File: src/rtl/div_pkg.sv
// Shared types and constants for the iterative restoring divider.
package div_pkg;

  localparam int DIV_W = 32;
  localparam int CNT_W = $clog2(DIV_W);

  typedef enum logic [1:0] {IDLE, CALC, DONE} div_state_t;

endpackage

File: src/rtl/div_step.sv
// One restoring division step: shift in a dividend bit, then subtract the divisor if it fits.
module div_step #(
  parameter int WIDTH = 32
) (
  input  logic [WIDTH-1:0] rem,
  input  logic             din,
  input  logic [WIDTH-1:0] dvs,
  output logic [WIDTH-1:0] rem_nxt,
  output logic             q_bit
);

  logic [WIDTH:0] shl;
  logic [WIDTH:0] diff;

  // Partial remainder stays below dvs, so the shifted value fits in WIDTH+1 bits
  // and the top bit of the difference is a clean borrow flag.
  always_comb begin
    shl     = {rem, din};
    diff    = shl - {1'b0, dvs};
    q_bit   = ~diff[WIDTH];
    rem_nxt = q_bit ? diff[WIDTH-1:0] : shl[WIDTH-1:0];
  end

endmodule

File: src/rtl/div_iter.sv
// Multi-cycle radix-2 restoring divider, signed/unsigned, valid/ready on both sides.
// Optional macro DIV_ZERO_FAST_EN: divide-by-zero skips CALC and goes straight to DONE.
module div_iter
  import div_pkg::*;
#(
  parameter int WIDTH = DIV_W
) (
  input  logic             clk,
  input  logic             resetn,
  input  logic             flush,
  input  logic             in_valid,
  output logic             in_ready,
  input  logic             in_signed,
  input  logic [WIDTH-1:0] dividend,
  input  logic [WIDTH-1:0] divisor,
  output logic             out_valid,
  input  logic             out_ready,
  output logic [WIDTH-1:0] quotient,
  output logic [WIDTH-1:0] remainder
);

  localparam int CW = $clog2(WIDTH);

  div_state_t       state, state_nxt;
  logic [CW-1:0]    cnt;
  logic [WIDTH-1:0] rem, dq, dvs;
  logic             q_sign, r_sign;

  logic             accept, last, div_zero;
  logic [WIDTH-1:0] dvd_abs, dvs_abs, rem_nxt, q_fin;
  logic             q_bit;

  assign in_ready  = (state == IDLE);
  assign out_valid = (state == DONE);
  assign accept    = in_valid && in_ready && !flush;
  assign last      = (state == CALC) && (cnt == CW'(WIDTH-1));
  assign div_zero  = (divisor == '0);
  assign dvd_abs   = (in_signed && dividend[WIDTH-1]) ? -dividend : dividend;
  assign dvs_abs   = (in_signed && divisor[WIDTH-1])  ? -divisor  : divisor;

  // dq holds the dividend bits still to be consumed and collects quotient bits from the bottom
  div_step #(.WIDTH(WIDTH)) u_step (
    .rem     (rem),
    .din     (dq[WIDTH-1]),
    .dvs     (dvs),
    .rem_nxt (rem_nxt),
    .q_bit   (q_bit)
  );

  assign q_fin = {dq[WIDTH-2:0], q_bit};

  always_comb begin
    state_nxt = state;
    case (state)
      IDLE: begin
        if (accept) begin
`ifdef DIV_ZERO_FAST_EN
          state_nxt = div_zero ? DONE : CALC;
`else
          state_nxt = CALC;
`endif
        end
      end
      CALC:    if (last) state_nxt = DONE;
      DONE:    if (out_ready) state_nxt = IDLE;
      default: state_nxt = IDLE;
    endcase
    if (flush) state_nxt = IDLE;
  end

  always_ff @(posedge clk or negedge resetn) begin
    if (!resetn) state <= IDLE;
    else         state <= state_nxt;
  end

  always_ff @(posedge clk or negedge resetn) begin
    if (!resetn) begin
      cnt       <= '0;
      rem       <= '0;
      dq        <= '0;
      dvs       <= '0;
      q_sign    <= 1'b0;
      r_sign    <= 1'b0;
      quotient  <= '0;
      remainder <= '0;
    end else if (accept) begin
      cnt <= '0;
      rem <= '0;
      // With a zero divisor every step subtracts nothing: quotient ends all ones and the
      // remainder collects the raw dividend, so skip abs and sign fix-up entirely.
      if (div_zero) begin
        dq     <= dividend;
        dvs    <= '0;
        q_sign <= 1'b0;
        r_sign <= 1'b0;
`ifdef DIV_ZERO_FAST_EN
        quotient  <= '1;
        remainder <= dividend;
`endif
      end else begin
        dq     <= dvd_abs;
        dvs    <= dvs_abs;
        q_sign <= in_signed & (dividend[WIDTH-1] ^ divisor[WIDTH-1]);
        r_sign <= in_signed & dividend[WIDTH-1];
      end
    end else if (state == CALC && !flush) begin
      cnt <= cnt + 1'b1;
      rem <= rem_nxt;
      dq  <= q_fin;
      if (last) begin
        quotient  <= q_sign ? -q_fin   : q_fin;
        remainder <= r_sign ? -rem_nxt : rem_nxt;
      end
    end
  end

endmodule
File: config.mk
export PLATFORM = sky130hd
export DESIGN_NAME = div_iter
export DESIGN_NICKNAME = d
export VERILOG_FILES = /design/src/rtl/div_pkg.sv /design/src/rtl/div_step.sv /design/src/rtl/div_iter.sv
export SDC_FILE = /design/constraint.sdc
export NUM_CORES = 1
export LEC_CHECK = 0
export BUFFER_PORTS_ARGS = -buffer_cell sky130_fd_sc_hd__buf_2
export CORE_MARGIN = 2
export CORE_UTILIZATION = 60
export CTS_CLUSTER_DIAMETER = 50
export DETAILED_ROUTE_END_ITERATION = 7
export PLACE_DENSITY_LB_ADDON = 0.3
export SYNTH_ARGS = -nofsm -noshare
export SYNTH_HDL_FRONTEND = slang
export SYNTH_SLANG_ARGS = --single-unit
File: constraint.sdc
create_clock -name clk -period 6.85 [get_ports clk]
set_input_delay 1.37 -clock clk [delete_from_list [all_inputs] [get_ports clk]]
set_output_delay 1.37 -clock clk [all_outputs]
set_load 0.1 [all_outputs]
==> impl_table.tex <==
\begin{tabular}{lr}
\hline
Metric & Value \\
\hline
\multicolumn{2}{l}{\textbf{Pwr}} \\
\quad Share of total power in combinational logic & around three fifths \\
\quad Relative contribution of the clock network to total power & between 15 and 20\% \\
\quad Total power density per cell area & around 440 nW/um\^{}2 \\
\quad Net switching share of the total power & about half \\
\quad Switching power & 2.908 mW \\
\quad Relative contribution of sequential cells to total power & 24.3\% \\
\quad Total leakage power & between 5 and 6 nW \\
\quad Pint & 2.935 mW \\
\quad Peak VDD IR & 0.4444 mV \\
\quad Pwr Total & 5.843 mW \\
\multicolumn{2}{l}{\textbf{Run}} \\
\quad Max\_cap viols & 0 \\
\multicolumn{2}{l}{\textbf{Routing}} \\
\quad Detailed Route WL & around 32000 um \\
\quad Vias post-DR & $\sim$11k \\
\quad Number of DRC violations after detailed routing & 0 \\
\quad Via density per instance & 6.110 \\
\quad Antenna-violating nets left & 0 \\
\quad Post-DR wirelength/cell & $\sim$18 um \\
\quad First-pass iteration count of the detailed router & 5 \\
\quad Drt initial violations & around 1.3k \\
\multicolumn{2}{l}{\textbf{Global routing}} \\
\quad Largest net degree at the start of global routing & 130 \\
\quad Most heavily used metal layer in global routing & met1 \\
\quad Via count of the first global-routing pass & roughly 10k \\
\quad Global-route total usage across every layer & around a third \\
\quad Met3 track demand over resource & between 7 and 8\% \\
\quad Met1 layer usage reported by global route & 49.97\% \\
\quad Initial antenna violation count & 0 \\
\quad First-pass GRT wire length & a little over 50000 um \\
\quad Overflow after GRT & 0 \\
\quad Global Route met2 Usage & between 40 and 50\% \\
\multicolumn{2}{l}{\textbf{Worst setup path}} \\
\quad Critical setup path kind & reg2reg \\
\quad Cell depth of the worst flop-to-flop path & 21 \\
\quad Reg2Reg Capture Point & remainder[30] \\
\quad Setup slack on the worst flop-to-flop path & 1.44 ns \\
\quad R2R Path Start & dq[31] \\
\quad Category of the worst setup path launch point & flop \\
\quad Capturing element type of the critical path & flop \\
\quad Worst path required time & just over 7 ns \\
\quad Critical path data arrival time & around 5.7 ns \\
\quad Critical-path maximum fanout & 22 \\
\multicolumn{2}{l}{\textbf{Timing}} \\
\quad Setup Total Neg Slack & 0 ns \\
\quad RSZ-0062 raised after global routing & no \\
\quad Final Max Tran Viols & 0 \\
\quad Portion of the clock cycle consumed by the worst path in the final layout & 78.91\% \\
\quad Worst rel slew slack & about a fifth \\
\quad Worst Tran Pin Value & between 1 and 1.5 ns \\
\quad Final Hold Fails & 0 \\
\quad Minimum clock period & roughly 5.4 ns \\
\quad Maximum clock skew at final layout & between 0.01 and 0.015 ns \\
\quad Number of endpoints failing setup at the final stage & 0 \\
\quad Fmax achieved & between 150 and 200 MHz \\
\multicolumn{2}{l}{\textbf{Clocking}} \\
\quad H-tree level count & 4 \\
\quad Clock latency on the worst-skew pair & 0.44 ns \\
\quad Hold-fix buffers, CTS & 0 \\
\quad Clock tree from TritonCTS & built \\
\quad Number of CTS-inserted buffers & 17 \\
\quad CTS-repair resized insts & 0 \\
\quad Clock transition at the register clock pins on the worst setup and hold paths after CTS & 0.07 ns \\
\quad CTS Root Cell & sky130\_fd\_sc\_hd\_\_clkbuf\_16 \\
\quad Postcts setup bufs & 0 \\
\quad Worst-case clock buffer depth & 2 \\
\quad Clock Sinks & about 170 \\
\multicolumn{2}{l}{\textbf{Logic synthesis}} \\
\quad Number of nets produced by synthesis & 1542 \\
\quad Library cell with the highest instance count after synthesis & sky130\_fd\_sc\_hd\_\_nand2\_1 \\
\quad Register bit total from synthesis & about 170 \\
\quad Area contributors post-synth & sky130\_fd\_sc\_hd\_\_dfrtp\_1, sky130\_fd\_sc\_hd\_\_o21ai\_0, sky130\_fd\_sc\_hd\_\_nand2\_1 \\
\quad Fraction of registers with async set or reset after synthesis & between 90\% and 100\% \\
\quad Most common library cells after synthesis & sky130\_fd\_sc\_hd\_\_nand2\_1, sky130\_fd\_sc\_hd\_\_o21ai\_0, sky130\_fd\_sc\_hd\_\_dfrtp\_1, sky130\_fd\_sc\_hd\_\_xor2\_1, sky130\_fd\_sc\_hd\_\_nor2\_1 \\
\quad Post-synth EDFFs & 0 \\
\quad Post-synth top flop & sky130\_fd\_sc\_hd\_\_dfrtp\_1 \\
\quad Synth Cell Area & between 10000 and 15000 um\^{}2 \\
\quad Count of different cell masters after synthesis & 72 \\
\quad Cell type with the highest aggregate area in the netlist & sky130\_fd\_sc\_hd\_\_dfrtp\_1 \\
\quad Top cell type's share of synthesized area & between 30\% and 40\% \\
\quad Share of synthesized area occupied by flip-flops and latches & approximately 36\% \\
\quad Mapped Avg Cell Area & between 8 and 9 um\^{}2 \\
\quad Yosys warning count & 0 \\
\quad Synth Instances & $\sim$1.4k \\
\multicolumn{2}{l}{\textbf{Floorplanning}} \\
\quad Placeable core region & about 19000 um\^{}2 \\
\quad Area of the die & between 20000 and 25000 um\^{}2 \\
\quad I/O Pins & approximately 140 \\
\quad Starting utilization of the core area & 60.76\% \\
\quad Vert. Die Dim & roughly 140 um \\
\quad Horizontal die dimension & 143.9 um \\
\quad Placement Rows & about 50 \\
\multicolumn{2}{l}{\textbf{Finish}} \\
\quad Count of non-filler cells in the finished layout & about 1.8k \\
\quad Design area & roughly 13000 um\^{}2 \\
\quad Proportion of layout cells with a drive suffix above 1 & a little over an eighth \\
\quad Area growth, synth to finish & 12.04\% \\
\quad Post-layout nets & between 1.5k and 2k \\
\multicolumn{2}{l}{\textbf{Worst hold path}} \\
\quad Hold Path Origin & remainder[17] \\
\quad Destination of the worst hold path & remainder[17] \\
\quad Min-Delay Path Class & reg2reg \\
\quad Hold Path Stages & 2 \\
\multicolumn{2}{l}{\textbf{Place}} \\
\quad Total cell area at the placement stage & about 13000 um\^{}2 \\
\quad Count of buffers from port buffering & about 140 \\
\quad Number of cells in the design after placement & $\sim$1.8k \\
\quad Final weighted congestion in routability-driven placement & about 1 \\
\quad Post-DP HPWL & 24260 um \\
\multicolumn{2}{l}{\textbf{Outcome}} \\
\quad Result of the run & complete, no violations \\
\hline
\end{tabular}
-- metal layers --
| layer | up-vias | share of wire [%] |
|---|---|---|
| met1 | 5154 | 47 |
| li1 | 5282 | - |
| met2 | 515 | 42 |
| met5 | - | 0 |
| met4 | 0 | 1.5 |
| met3 | 41 | 9.4 |
-- kinds of logic after synthesis --
kind of cell    Yosys count  synth area share (%)
flops                   169                 36.00
buf+inv                 135                 4.579
fa+ha+maj                39                 4.217
mux                      22                 1.928
xor+xnor                143                 10.66
simple gates            471                 19.27
compound gates          454                 23.35
-- power groups by stage --
stage,clock network (mW),registers [mW],logic (mW)
after floorplan,0,1.32,2.52
after global placement,0,1.41,3.24
after detailed placement,0,1.42,3.29
after CTS,1.01,1.40,3.32
after global routing,1.07,1.44,3.75
final,1.01,1.42,3.41
-- worst max-delay path by stage --
| stage | start | endpoint | slack (ns) | cells past startpoint |
|---|---|---|---|---|
| 2_1_floorplan | dq[31] | remainder[30] | 1.77 | 24 |
| 3_3_place_gp | dq[31] | remainder[30] | 1.81 | 21 |
| 3_5_place_dp | dq[31] | remainder[30] | 1.56 | 21 |
| 4_1_cts | dq[31] | remainder[30] | 1.53 | 21 |
| 5_1_grt | dq[31] | remainder[30] | 1.05 | 21 |
| 6_report | dq[31] | remainder[30] | 1.44 | 21 |
-- flip-flops by register name, indices dropped and copies added, names as in the netlist --
name / count
r_sign: 1
cnt: 5
state: 2
q_sign: 1
rem: 32
dvs: 32
remainder: 32
quotient: 32
dq: 32
-- final cells by class --
type                    count  area, um^2
multi-input cells        1129        7010
fillers                  1662        6171
flip-flops and latches    169        4229
repair buffers            143       742.0
clock buffers              17       425.4
well taps                 265       331.6
inverters                  60       225.2
clock inverters            15       197.7
diodes                      1       2.502
-- per-stage QoR --
| stage | setup slack [ns] | utilization, % | hold WS (ns) |
|---|---|---|---|
| after floorplan | 1.769 | - | 0.4498 |
| after global routing | 1.051 | 68.07 | 0.4940 |
| after global placement | 1.812 | 64.85 | 0.4563 |
| after CTS | 1.531 | 68.07 | 0.4805 |
| final | 1.445 | 68.08 | 0.4751 |
| after detailed placement | 1.564 | 64.85 | 0.4643 |
-- cell usage in the layout, fill, tap and decap left out, drive strengths merged, types with 9 or more instances in the layout --
master  synthesis  final
nand2         214    214
o21ai         220    220
a21o           14     14
a22oi          32     32
o41ai          13     13
buf            20    143
mux2i          17     17
xnor2          55     55
clkbuf         55     17
and2           10     10
inv            60     67
xor2           88     88
nor3           29     29
or2             9      9
nand2b         13     13
nor4           15     15
a21oi          70     70
or3            16     16
nand4          12     12
o31ai          34     34
ha             38     38
dfrtp         169    169
nor2           80     80
a211oi          9      9
o211ai          9      9
nand3          25     25
o21a           11     11
or4            13     13
-- worst max-delay path, cell delays in order, from the launching register on --
cell,delay [ns]
sky130_fd_sc_hd__dfrtp_1,0.41
sky130_fd_sc_hd__inv_1,0.06
sky130_fd_sc_hd__ha_1,0.21
sky130_fd_sc_hd__fa_1,0.39
sky130_fd_sc_hd__nand2b_1,0.19
sky130_fd_sc_hd__a211oi_2,0.41
sky130_fd_sc_hd__o21a_1,0.25
sky130_fd_sc_hd__a21oi_1,0.15
sky130_fd_sc_hd__o31a_1,0.32
sky130_fd_sc_hd__xnor2_2,0.16
sky130_fd_sc_hd__inv_2,0.28
sky130_fd_sc_hd__nor2_1,0.09
sky130_fd_sc_hd__a21oi_1,0.21
sky130_fd_sc_hd__ha_1,0.26
sky130_fd_sc_hd__nand2_1,0.07
sky130_fd_sc_hd__or3_1,0.38
sky130_fd_sc_hd__nor3b_1,0.20
sky130_fd_sc_hd__mux2i_1,0.18
sky130_fd_sc_hd__nand4b_1,0.35
sky130_fd_sc_hd__o41ai_1,0.42
sky130_fd_sc_hd__xor2_1,0.20
sky130_fd_sc_hd__o21ai_1,0.07
Power figures use the tool's default switching activity.
